### config.mk
export PLATFORM = sky130hd
export DESIGN_NAME = bob_runway_scheduler
export DESIGN_NICKNAME = d
export VERILOG_FILES = /design/src/rtl/bob_runway_scheduler_pkg.sv /design/src/rtl/bob_runway_scheduler_fifo.sv /design/src/rtl/bob_runway_scheduler.sv
export SDC_FILE = /design/constraint.sdc
export NUM_CORES = 1
export LEC_CHECK = 0
export ABC_AREA = 1
export CORE_MARGIN = 5
export CORE_UTILIZATION = 55
export CTS_BUF_LIST = sky130_fd_sc_hd__clkbuf_8
export DETAILED_ROUTE_END_ITERATION = 8
export DONT_BUFFER_PORTS = 1
export PLACE_DENSITY = 0.7
export RECOVER_POWER = 100
export SLEW_MARGIN = 15
export SYNTH_ARGS = -nofsm -noshare
export SYNTH_HDL_FRONTEND = slang
export SYNTH_SLANG_ARGS = --single-unit
### constraint.sdc
create_clock -name clock -period 4.24 [get_ports clock]
set_input_delay 0.636 -clock clock [delete_from_list [all_inputs] [get_ports clock]]
set_output_delay 0.636 -clock clock [all_outputs]
set_load 0.05 [all_outputs]
### src/rtl/bob_runway_scheduler_pkg.sv
`default_nettype none
// ---- BobATC : message/reply encodings and message field helpers ---- Rev 1.0 ----
package BobATC;
  localparam int TYPE_W    = 3;
  localparam int MAX_MSG_W = 32;

  typedef enum logic [TYPE_W-1:0] {
    T_REQUEST   = 3'd0,
    T_DECLARE   = 3'd1,
    T_EMERGENCY = 3'd2
  } msg_type_t;

  typedef enum logic [TYPE_W-1:0] {
    R_HOLD          = 3'd0,
    R_DENY          = 3'd1,
    R_CLEAR_TAKEOFF = 3'd2,
    R_CLEAR_LAND    = 3'd3,
    R_ACK           = 3'd4,
    R_SAY_AGAIN     = 3'd5
  } reply_t;

  typedef enum logic [1:0] {
    S_IDLE   = 2'd0,
    S_DECODE = 2'd1,
    S_REPLY  = 2'd2,
    S_GRANT  = 2'd3
  } state_t;

  function automatic int rwy_width(input int n);
    return (n > 1) ? $clog2(n) : 1;
  endfunction

  // Layout is {id, type/reply, arg/runway}; callers zero-extend to MAX_MSG_W.
  function automatic logic [MAX_MSG_W-1:0] pack_msg(input logic [MAX_MSG_W-1:0] id,
                                                    input logic [TYPE_W-1:0]    code,
                                                    input logic [MAX_MSG_W-1:0] arg,
                                                    input int                   rwy_w);
    return (id << (rwy_w + TYPE_W)) | (MAX_MSG_W'(code) << rwy_w) | arg;
  endfunction

  function automatic logic [MAX_MSG_W-1:0] msg_id(input logic [MAX_MSG_W-1:0] m, input int rwy_w);
    return m >> (rwy_w + TYPE_W);
  endfunction

  function automatic logic [TYPE_W-1:0] msg_code(input logic [MAX_MSG_W-1:0] m, input int rwy_w);
    return TYPE_W'(m >> rwy_w);
  endfunction

  function automatic logic [MAX_MSG_W-1:0] msg_arg(input logic [MAX_MSG_W-1:0] m, input int rwy_w);
    return m & ((MAX_MSG_W'(1) << rwy_w) - MAX_MSG_W'(1));
  endfunction
endpackage
`default_nettype wire

### src/rtl/bob_runway_scheduler_fifo.sv
`default_nettype none
// ---- bob_sync_fifo : sync-reset FIFO, combinational read, count-based full/empty ---- Rev 1.0 ----
module bob_sync_fifo #(
  parameter  int WIDTH = 4,
  parameter  int DEPTH = 15,
  localparam int PTR_W = (DEPTH > 1) ? $clog2(DEPTH) : 1,
  localparam int CNT_W = $clog2(DEPTH + 1)
) (
  input  logic             clock,
  input  logic             reset_n,
  input  logic             wr_en_i,
  input  logic [WIDTH-1:0] wr_data_i,
  input  logic             rd_en_i,
  output logic [WIDTH-1:0] rd_data_o,
  output logic             full_o,
  output logic             empty_o
);
  logic [WIDTH-1:0] mem_q [DEPTH];
  logic [PTR_W-1:0] wr_ptr_q, rd_ptr_q;
  logic [CNT_W-1:0] count_q;
  logic             do_wr, do_rd;

  assign full_o    = (count_q == CNT_W'(DEPTH));
  assign empty_o   = (count_q == '0);
  assign do_wr     = wr_en_i && !full_o;
  assign do_rd     = rd_en_i && !empty_o;
  assign rd_data_o = mem_q[rd_ptr_q];

  // Explicit wrap keeps non-power-of-2 depths inside the array.
  function automatic logic [PTR_W-1:0] next_ptr(input logic [PTR_W-1:0] p);
    return (p == PTR_W'(DEPTH - 1)) ? '0 : p + PTR_W'(1);
  endfunction

  always_ff @(posedge clock) begin
    if (do_wr) mem_q[wr_ptr_q] <= wr_data_i;
  end

  always_ff @(posedge clock) begin
    if (!reset_n) begin
      wr_ptr_q <= '0;
      rd_ptr_q <= '0;
      count_q  <= '0;
    end else begin
      if (do_wr) wr_ptr_q <= next_ptr(wr_ptr_q);
      if (do_rd) rd_ptr_q <= next_ptr(rd_ptr_q);
      if (do_wr && !do_rd)      count_q <= count_q + CNT_W'(1);
      else if (do_rd && !do_wr) count_q <= count_q - CNT_W'(1);
    end
  end
endmodule
`default_nettype wire

### src/rtl/bob_runway_scheduler.sv
`default_nettype none
// ---- bob_runway_scheduler : multi-runway ATC request decoder, queues and lock grants ---- Rev 1.0 ----
module bob_runway_scheduler
  import BobATC::*;
#(
  parameter  int NUM_RUNWAYS = 2,
  parameter  int ID_WIDTH    = 4,
  parameter  int TQ_DEPTH    = 15,
  parameter  int LQ_DEPTH    = 15,
  localparam int RWY_W       = rwy_width(NUM_RUNWAYS),
  localparam int MSG_W       = ID_WIDTH + TYPE_W + RWY_W
) (
  input  logic                   clock,
  input  logic                   reset_n,
  input  logic [MSG_W-1:0]       req_msg,
  input  logic                   req_valid,
  output logic                   req_ready,
  input  logic [NUM_RUNWAYS-1:0] runway_blocked,
  output logic [MSG_W-1:0]       rep_msg,
  output logic                   rep_valid,
  input  logic                   rep_ready,
  output logic [NUM_RUNWAYS-1:0] runway_takeoff,
  output logic [NUM_RUNWAYS-1:0] runway_landing,
  output logic                   emergency,
  output logic                   tq_full,
  output logic                   lq_full
);
  localparam logic [RWY_W:0] RWY_LIMIT = (RWY_W + 1)'(NUM_RUNWAYS);

  state_t                               state_q, state_d;
  logic                                 alt_q, alt_d, emerg_q, emerg_d;
  logic [ID_WIDTH-1:0]                  emerg_owner_q, emerg_owner_d;
  logic [NUM_RUNWAYS-1:0]               lock_q, lock_d, land_q, land_d;
  logic [NUM_RUNWAYS-1:0][ID_WIDTH-1:0] owner_q, owner_d;
  logic [MSG_W-1:0]                     msg_q, msg_d, rep_q, rep_d;

  logic                   tq_push, tq_pop, tq_empty, lq_push, lq_pop, lq_empty;
  logic [ID_WIDTH-1:0]    tq_head, lq_head, dec_id, gnt_id;
  logic [TYPE_W-1:0]      dec_type;
  logic [RWY_W-1:0]       dec_arg, grant_rwy;
  logic [NUM_RUNWAYS-1:0] rwy_free;
  logic                   can_grant, take_grant;
  reply_t                 rep_code;

  bob_sync_fifo #(.WIDTH(ID_WIDTH), .DEPTH(TQ_DEPTH)) u_tq (
    .clock, .reset_n, .wr_en_i(tq_push), .wr_data_i(dec_id), .rd_en_i(tq_pop),
    .rd_data_o(tq_head), .full_o(tq_full), .empty_o(tq_empty));

  bob_sync_fifo #(.WIDTH(ID_WIDTH), .DEPTH(LQ_DEPTH)) u_lq (
    .clock, .reset_n, .wr_en_i(lq_push), .wr_data_i(dec_id), .rd_en_i(lq_pop),
    .rd_data_o(lq_head), .full_o(lq_full), .empty_o(lq_empty));

  assign dec_id   = ID_WIDTH'(msg_id(MAX_MSG_W'(msg_q), RWY_W));
  assign dec_type = msg_code(MAX_MSG_W'(msg_q), RWY_W);
  assign dec_arg  = RWY_W'(msg_arg(MAX_MSG_W'(msg_q), RWY_W));

  assign rwy_free = ~lock_q & ~runway_blocked;

  always_comb begin
    grant_rwy = '0;
    for (int r = NUM_RUNWAYS - 1; r >= 0; r--) begin
      if (rwy_free[r]) grant_rwy = RWY_W'(r);
    end
  end

  // alt_q alternates priority between a pending grant and a pending request.
  assign can_grant  = (|rwy_free) && !emerg_q && !(tq_empty && lq_empty);
  assign take_grant = (state_q == S_IDLE) && can_grant && (!req_valid || !alt_q);
  assign req_ready  = (state_q == S_IDLE) && !take_grant;
  assign rep_valid  = (state_q == S_REPLY) || (state_q == S_GRANT);
  assign rep_msg    = rep_q;

  assign runway_takeoff = lock_q & ~land_q;
  assign runway_landing = lock_q & land_q;
  assign emergency      = emerg_q;

  always_comb begin
    state_d = state_q;  alt_d = alt_q;  emerg_d = emerg_q;  emerg_owner_d = emerg_owner_q;
    lock_d  = lock_q;   land_d = land_q; owner_d = owner_q;  msg_d = msg_q;  rep_d = rep_q;
    tq_push = 1'b0;  tq_pop = 1'b0;  lq_push = 1'b0;  lq_pop = 1'b0;
    gnt_id   = tq_head;
    rep_code = R_SAY_AGAIN;
    case (state_q)
      S_IDLE: begin
        if (take_grant) begin
          if (!lq_empty) begin lq_pop = 1'b1; gnt_id = lq_head; end
          else           begin tq_pop = 1'b1; gnt_id = tq_head; end
          lock_d[grant_rwy]  = 1'b1;
          land_d[grant_rwy]  = !lq_empty;
          owner_d[grant_rwy] = gnt_id;
          rep_code = lq_empty ? R_CLEAR_TAKEOFF : R_CLEAR_LAND;
          rep_d    = MSG_W'(pack_msg(MAX_MSG_W'(gnt_id), rep_code, MAX_MSG_W'(grant_rwy), RWY_W));
          alt_d    = !alt_q;
          state_d  = S_GRANT;
        end else if (req_valid) begin
          msg_d   = req_msg;
          alt_d   = !alt_q;
          state_d = S_DECODE;
        end
      end
      S_DECODE: begin
        case (dec_type)
          T_REQUEST: begin
            if (dec_arg[0]) begin
              if (lq_full) rep_code = R_DENY;
              else begin lq_push = 1'b1; rep_code = R_HOLD; end
            end else begin
              if (tq_full) rep_code = R_DENY;
              else begin tq_push = 1'b1; rep_code = R_HOLD; end
            end
          end
          T_DECLARE: begin
            if (({1'b0, dec_arg} < RWY_LIMIT) && lock_q[dec_arg] && (owner_q[dec_arg] == dec_id)) begin
              lock_d[dec_arg] = 1'b0;
              rep_code = R_ACK;
            end else if (emerg_q && (emerg_owner_q == dec_id)) begin
              emerg_d  = 1'b0;
              rep_code = R_ACK;
            end
          end
          T_EMERGENCY: begin
            if (emerg_q) rep_code = R_DENY;
            else begin emerg_d = 1'b1; emerg_owner_d = dec_id; rep_code = R_ACK; end
          end
          default: ;
        endcase
        // Non-grant replies echo the request's argument in the runway field.
        rep_d   = MSG_W'(pack_msg(MAX_MSG_W'(dec_id), rep_code, MAX_MSG_W'(dec_arg), RWY_W));
        state_d = S_REPLY;
      end
      S_REPLY, S_GRANT: begin
        if (rep_ready) state_d = S_IDLE;
      end
      default: state_d = S_IDLE;
    endcase
  end

  always_ff @(posedge clock) begin
    if (!reset_n) begin
      state_q <= S_IDLE;  alt_q <= 1'b0;  emerg_q <= 1'b0;  emerg_owner_q <= '0;
      lock_q  <= '0;      land_q <= '0;   owner_q <= '0;    msg_q <= '0;  rep_q <= '0;
    end else begin
      state_q <= state_d;  alt_q <= alt_d;  emerg_q <= emerg_d;  emerg_owner_q <= emerg_owner_d;
      lock_q  <= lock_d;   land_q <= land_d; owner_q <= owner_d;  msg_q <= msg_d;  rep_q <= rep_d;
    end
  end
endmodule
`default_nettype wire

==> summary.txt, run 1 <==
CTS
  • Worst-Skew Late Latency: ~480 ps
  • Root Buffer: clkbuf_8
  • Cts hold-fix bufs: 0
  • CTS tree: done
  • Clk sinks: 188
  • Htree depth: 4
  • Reg clk slew, reported paths: 110 ps
  • Post-CTS repair timing setup buffer count: 0
  • Longest Clk Path Bufs: 2
  • Post-CTS sizing: 0
  • Total CTS buffers: 17

Drt
  • Pre-Repair DR Iteration Count: 5
  • Routed WL per cell: ~16 um
  • Final ANT Viol Nets: 0
  • Via count: ~6200
  • Total Routed Length: 18.39 mm
  • Vias/cell: between 5 and 6
  • # DRC: 0
  • Initial DRC Count: about 540

Cells and area
  • Leading cell type in the layout, fill and taps excluded: nand2_1
  • Layout Nets: between 900 and 1000
  • Share of cells above drive strength 1: 4.777%
  • Post-layout util: approximately three fifths
  • Commonest cells after routing, fill and taps aside: nand2_1, inv_1, edfxtp_1
  • Synthesis-to-layout area growth: 4.625%
  • # diodes: 0

STA
  • Setup TNS Final: 0 ps
  • Crit path time final: between 3000 and 4000 ps
  • Clk_skew: 18.70 ps
  • Max Clock Freq: around 290 MHz
  • Worst Max-Slew Pin Slew: ~1900 ps
  • Final Max Slew Viols: 70
  • Final worst slack: ~800 ps
  • Fin crit share: 81.13%
  • Final Hold Viols: 0
  • RSZ-0062 raised after global routing: no
  • Relative slew slack: -23.38%
  • Final setup viols: 0

Outcome
  • Failing checks: capacitance limit, slew limit
  • Outcome: complete, but fails checks

Run
  • Max_cap viols: 2

Placement
  • Routability Congestion: ~0.86
  • Pre-CTS worst setup slack: 1251 ps
  • Detailed Place HPWL: between 10 and 15 mm
  • Port-buffer cells: 0

Critical path
  • Most frequent CP cell: nor2_1
  • Buf+Inv Stages, Crit Path: 3
  • Worst Setup Start Kind: flop
  • R2R cell count: 16
  • Crit-path max cell delay: between 600 and 700 ps
  • Worst Path Required: 4610 ps
  • Element type at the critical path end: flop
  • Critical path type: flop to flop
  • Critical path, cell by cell: nor2_1 > inv_1 > nor2_1 > nand3_4 > clkinv_2 > ha_1 > inv_1 > ha_1 > nand2_1 > nand2_1 > a21oi_1 > nor2_1 > nor2_1 > nand2_1 > o21ai_0 > a21oi_1
  • Worst path depth: 16
  • Crit path max-delay cell type: nor2_1
  • Worst-path maximum fanout: 12
  • Worst EP arrival: 3810 ps
  • CP top delay family: simple AND/OR/NAND/NOR gates

Logic synthesis
  • Post-Syn Instances: 957
  • Register area share after synthesis: 58.45%
  • Top_reg_cell synth: edfxtp_1
  • Synth Cell Area: about 0.0085 sq mm
  • Syn_nets: 979
  • Post-synth top area share: 42.42%
  • Avg Cell Area, Syn: between 8 and 9 sq um
  • Async SR Flop Fraction: 0%
  • Leading post-synthesis cells by cell area: edfxtp_1, dfxtp_1, nand2_1, nand3_1, inv_1
  • Synth unique cells: between 40 and 50
  • Synth Register Bits: roughly 190
  • EDFF count, synth: 120
  • Area leader, netlist: edfxtp_1
  • Yosys warning count: 0

Global routing
  • Gr ovfl total: 0
  • Largest net degree at the start of global routing: 36
  • Initial antenna violation count: 0
  • Gr usage total: 21.16%
  • First-pass GRT wire length: approximately 30 mm
  • Vias in the first global route: 5821

Floorplanning
  • Die area: around 0.018 sq mm
  • IO Pins: 31
  • Initial core utilization: about 56%
  • Chip width: between 100 and 150 um
  • Row count: 45
  • Core Area: roughly 0.015 sq mm
  • DIE HEIGHT: between 100 and 150 um

Hold path
  • Tightest Hold Check Type: input pin to flop
  • Hold depth: 2

Power and ir drop
  • Worst vdd ir: about 0.00035 V
  • P_leak: ~3.6 nW
  • Pwr Total: approximately 0.0053 W
  • P per Cell Area: ~600 mW/mm^2
[flip-flops by register name, indices dropped and copies added, names as in the netlist, 2 cells and up, named ones only]
| register | count |
|---|---|
| msg_q | 8 |
| emerg_owner_q | 4 |
| rep_msg | 8 |
| u_lq.wr_ptr_q | 4 |
| u_lq.count_q | 4 |
| owner_q | 8 |
| u_tq.wr_ptr_q | 4 |
| land_q | 2 |
| lock_q | 2 |
| state_q | 2 |
| u_lq.mem_q | 60 |
| u_lq.rd_ptr_q | 4 |
| u_tq.count_q | 4 |
| u_tq.rd_ptr_q | 4 |
| u_tq.mem_q | 60 |
[power breakdown]
group	total [W]	leakage [nW]	internal (W)	switching, W
clock	0.00114	0.203	0.000477	0.000659
sequential	0.00252	1.66	0.00226	0.000266
combinational	0.00167	1.75	0.000455	0.00122
total	0.00533	3.60	0.00319	0.00214
[cells in the mapped netlist (4+ instances only)]
cell,count
a21oi_1,64
buf_2,15
clkbuf_1,12
dfxtp_1,68
edfxtp_1,120
ha_1,6
inv_1,120
inv_2,8
nand2_1,242
nand3_1,116
nand3_2,4
nand4_1,6
nor2_1,85
nor2_2,4
nor2_4,5
nor3_1,7
o21ai_0,40
[through the flow]
stage	hold slack [ps]	cell area, sq um	cells
after floorplan	422.3	8494	957
after global placement	452.9	8616	1119
after detailed placement	458.1	8616	1119
after CTS	235.0	8985	1151
after global routing	245.5	8887	1151
final	254.6	8887	1151
[area by class of cell]
| type | instances | area, sq um |
|---|---|---|
| Inverter | 132 | 503.0 |
| Clock inverter | 15 | 135.1 |
| Multi-Input combinational cell | 605 | 2785 |
| Clock buffer | 17 | 234.0 |
| Fill cell | 1343 | 6315 |
| Tap cell | 188 | 235.2 |
| Sequential cell | 188 | 4965 |
| Timing Repair Buffer | 6 | 30.03 |
[per-layer routing]
layer	up-vias	share of wire (%)	GRT usage (%)
li1	3126	-	-
met1	2885	45	28.91
met2	189	47	33.72
met3	26	6.5	4.501
met4	0	2.1	7.410
met5	-	0	0
[final timing paths]
path                                 start  slack [ps]                            end
max reg2reg        state_q[1]$_SDFFE_PN0P_         800   u_tq.count_q[3]$_SDFFE_PN0P_
min                                reset_n         250        state_q[1]$_SDFFE_PN0P_
max                state_q[1]$_SDFFE_PN0P_         800   u_tq.count_q[3]$_SDFFE_PN0P_
min reg2reg  u_tq.rd_ptr_q[3]$_SDFFE_PN0N_         480  u_tq.rd_ptr_q[3]$_SDFFE_PN0N_
[logic make-up after synthesis]
group                    after synthesis  share of synthesized area [%]
AND/OR/NAND/NOR                      480                          25.08
XOR/XNOR                               4                         0.4125
AO/OA/AOI/OAI                        113                          6.893
buffers and inverters                164                          7.806
adder cells (fa/ha/maj)                8                          1.355
flip-flops                           188                          58.45
[worst register-to-register path, cell delays in order (launching register included)]
cell and delay (ps):
dfxtp_1 510, nor2_1 640, inv_1 270, nor2_1 340
nand3_4 150, clkinv_2 120, ha_1 200, inv_1 100
ha_1 300, nand2_1 60, nand2_1 50, a21oi_1 160
nor2_1 60, nor2_1 90, nand2_1 70, o21ai_0 150
a21oi_1 50
(Power assumes the default switching activity.)
==> inputs of run 2 (changes only) <==
Clock period 4.24 ns to 3.48 ns, I/O delays scaled along.
==> run 2 against run 1 <==
Net effect: wire length is 0.77% lower; the flow still finishes with violations (capacitance limit, slew limit); register-to-register slack got worse by 220 ps; total power up 24%.
==> summary.txt, run 2 (synthesis gave the netlist of run 1 again) <==
Placement
  • Pre-CTS worst setup slack: 694.2 ps (was 1251 ps)
  • Detailed Place HPWL: 12.51 mm (was 12.46 mm)
  • Port-buffer cells: 0 (unchanged)
  • Routability Congestion: 0.8502 (was 0.8637)

Critical path
  • R2R cell count: 17 (was 16)
  • Worst EP arrival: 2460 ps (was 3810 ps)
  • R2R setup slack: 580 ps (was 800 ps)
  • Element type at the critical path end: output pin (was flop)
  • Worst-path maximum fanout: 12 (unchanged)
  • Crit path from: u_lq.count_q[1]$_SDFFE_PN0P_ (was state_q[1]$_SDFFE_PN0P_)
  • Reg-to-reg critical path endpoint: u_lq.count_q[3]$_SDFFE_PN0P_ (was u_tq.count_q[3]$_SDFFE_PN0P_)
  • RR Startpoint: state_q[0]$_SDFFE_PN0P_ (was state_q[1]$_SDFFE_PN0P_)
  • Critical path type: flop to output pin (was flop to flop)
  • Worst Path Required: 2960 ps (was 4610 ps)
  • Worst Setup Start Kind: flop (unchanged)

Power and ir drop
  • Worst vdd ir: 0.0005251 V (was 0.0003500 V)
  • P_leak: 3.627 nW (was 3.604 nW)
  • Pwr Total: 0.006593 W (was 0.005327 W)
  • P per Cell Area: 736.3 mW/mm^2 (was 599.4 mW/mm^2)

Drt
  • Via count: 6225 (was 6226)
  • Pre-Repair DR Iteration Count: 5 (unchanged)
  • Initial DRC Count: 541 (was 544)
  • Vias/cell: 5.385 (was 5.409)
  • Final ANT Viol Nets: 0 (unchanged)
  • Routed WL per cell: 15.79 um (was 15.98 um)
  • Total Routed Length: 18.25 mm (was 18.39 mm)
  • # DRC: 0 (unchanged)

Floorplanning
  • IO Pins: 31 (unchanged)
  • Core Area: 0.01520 sq mm (unchanged)
  • Initial core utilization: 55.88% (unchanged)
  • Chip width: 134.3 um (unchanged)
  • Die area: 0.01803 sq mm (unchanged)
  • DIE HEIGHT: 134.3 um (unchanged)
  • Row count: 45 (unchanged)

Cells and area
  • Fillers: 1366 (was 1343)
  • Leading cell type in the layout, fill and taps excluded: nand2_1 (unchanged)
  • Synthesis-to-layout area growth: 5.406% (was 4.625%)
  • Layout Nets: 977 (was 972)
  • Biggest regs: u_lq.mem_q: 60 flops, u_tq.mem_q: 60 flops (unchanged)
  • Share of cells above drive strength 1: 5.372% (was 4.777%)
  • # diodes: 0 (unchanged)
  • Commonest cells after routing, fill and taps aside: nand2_1, inv_1, nand3_1, edfxtp_1, nor2_1 (was nand2_1, inv_1, edfxtp_1)

STA
  • Final worst slack: 501.2 ps (was 799.9 ps)
  • Worst Max-Slew Pin Slew: 1676 ps (was 1851 ps)
  • Fin crit share: between 80% and 90%
  • Final Hold Viols: 0 (unchanged)
  • Setup TNS Final: 0 ps (unchanged)
  • Crit path time final: slightly below 3000 ps
  • Final setup viols: 0 (unchanged)
  • Clk_skew: 12.85 ps (was 18.70 ps)
  • Relative slew slack: -11.71% (was -23.38%)
  • RSZ-0062 raised after global routing: no (unchanged)
  • Final Max Slew Viols: 34 (was 70)
  • Max Clock Freq: 335.7 MHz

CTS
  • Htree depth: 4 (unchanged)
  • Total CTS buffers: 17 (unchanged)
  • Clk sinks: 188 (unchanged)
  • Worst-Skew Late Latency: 470 ps (was 480 ps)
  • Post-CTS sizing: 0 (unchanged)
  • Cts hold-fix bufs: 0 (unchanged)
  • Post-CTS repair timing setup buffer count: 0 (unchanged)
  • CTS tree: done (unchanged)
  • Reg clk slew, reported paths: 100 ps (was 110 ps)
  • Longest Clk Path Bufs: 2 (unchanged)
  • Root Buffer: clkbuf_8 (unchanged)

Global routing
  • First-pass GRT wire length: 30.05 mm (was 29.91 mm)
  • GR met3 Demand/Resource: 4.576% (was 4.501%)
  • Largest net degree at the start of global routing: 36 (unchanged)
  • Gr ovfl total: 0 (unchanged)
  • Gr busiest metal: met2 (unchanged)
  • Vias in the first global route: 5960 (was 5821)
  • Initial antenna violation count: 0 (unchanged)
  • Met2 GRT Util: 33.88% (was 33.72%)
  • M1 GR Usage: 28.85% (was 28.91%)
  • Gr usage total: 21.29% (was 21.16%)

Outcome
  • Failing checks: capacitance limit, slew limit (unchanged)
  • Outcome: complete, but fails checks (unchanged)

Run
  • Max_cap viols: 1 (was 2)

Hold path
  • Tightest Hold Check Type: input pin to flop (unchanged)
  • Hold depth: 2 (unchanged)
  • Hold Path Origin: reset_n (unchanged)
  • Hold path endpoint: state_q[1]$_SDFFE_PN0P_ (unchanged)
-- run 2: metal layers --
metal | routed length [um] | part of all wire [%] | vias to the layer above
met4 | 482 | 2.6 | 0
met2 | 8507 | 47 | 183
met1 | 8117 | 44 | 2874
met3 | 1144 | 6.3 | 35
li1 | - | - | 3133
met5 | 0 | 0 | -
-- run 2: through the flow --
step           hold WS (ps)  std cells  instance area [sq um]  util [%]
2_1_floorplan         422.3        957                   8494         -
3_3_place_gp          456.9       1124                   8653     56.92
3_5_place_dp          460.7       1124                   8653     56.92
4_1_cts               117.2       1156                   9045     59.50
5_1_grt               118.5       1156                   8954     58.90
6_report              151.6       1156                   8954     58.90
-- run 2: power breakdown --
group / total (W) / switching, W / internal [W] / leakage (nW)
combinational: 0.00210 / 0.00152 / 0.000579 / 1.77
clock: 0.00144 / 0.000791 / 0.000648 / 0.197
sequential: 0.00306 / 0.000313 / 0.00274 / 1.66
-- run 2: cell type report --
cell class              instances  area (sq um)  share of cell area, %
clock buffers                  17         234.0                  2.613
clock inverters                15         157.7                  1.761
inverters                     132         503.0                  5.618
multi-input cells             605          2801                  31.29
flip-flops and latches        188          4965                  55.45
well taps                     188         235.2                  2.627
repair buffers                 11         57.56                 0.6428
-- run 2: worst max path at each step --
stage | end | slack, ps | cells after the start
finish | req_ready | 500 | 8
global route | u_lq.count_q[3]$_SDFFE_PN0P_ | 220 | 17
CTS | u_tq.count_q[3]$_SDFFE_PN0P_ | 670 | 18
detailed placement | u_tq.count_q[3]$_SDFFE_PN0P_ | 690 | 18
global placement | u_tq.count_q[3]$_SDFFE_PN0P_ | 790 | 18
floorplan | u_tq.count_q[3]$_SDFFE_PN0P_ | 900 | 18
-- run 2: worst max-delay path, cell delays in order, from the launching register on --
cell        delay [ps]
dfxtp_1            360
inv_1              120
nand4_4            230
clkinv_4           170
nand3_1            140
nand2_4            210
clkinvlp_2         290
nor2_1             160
clkbuf_2           300
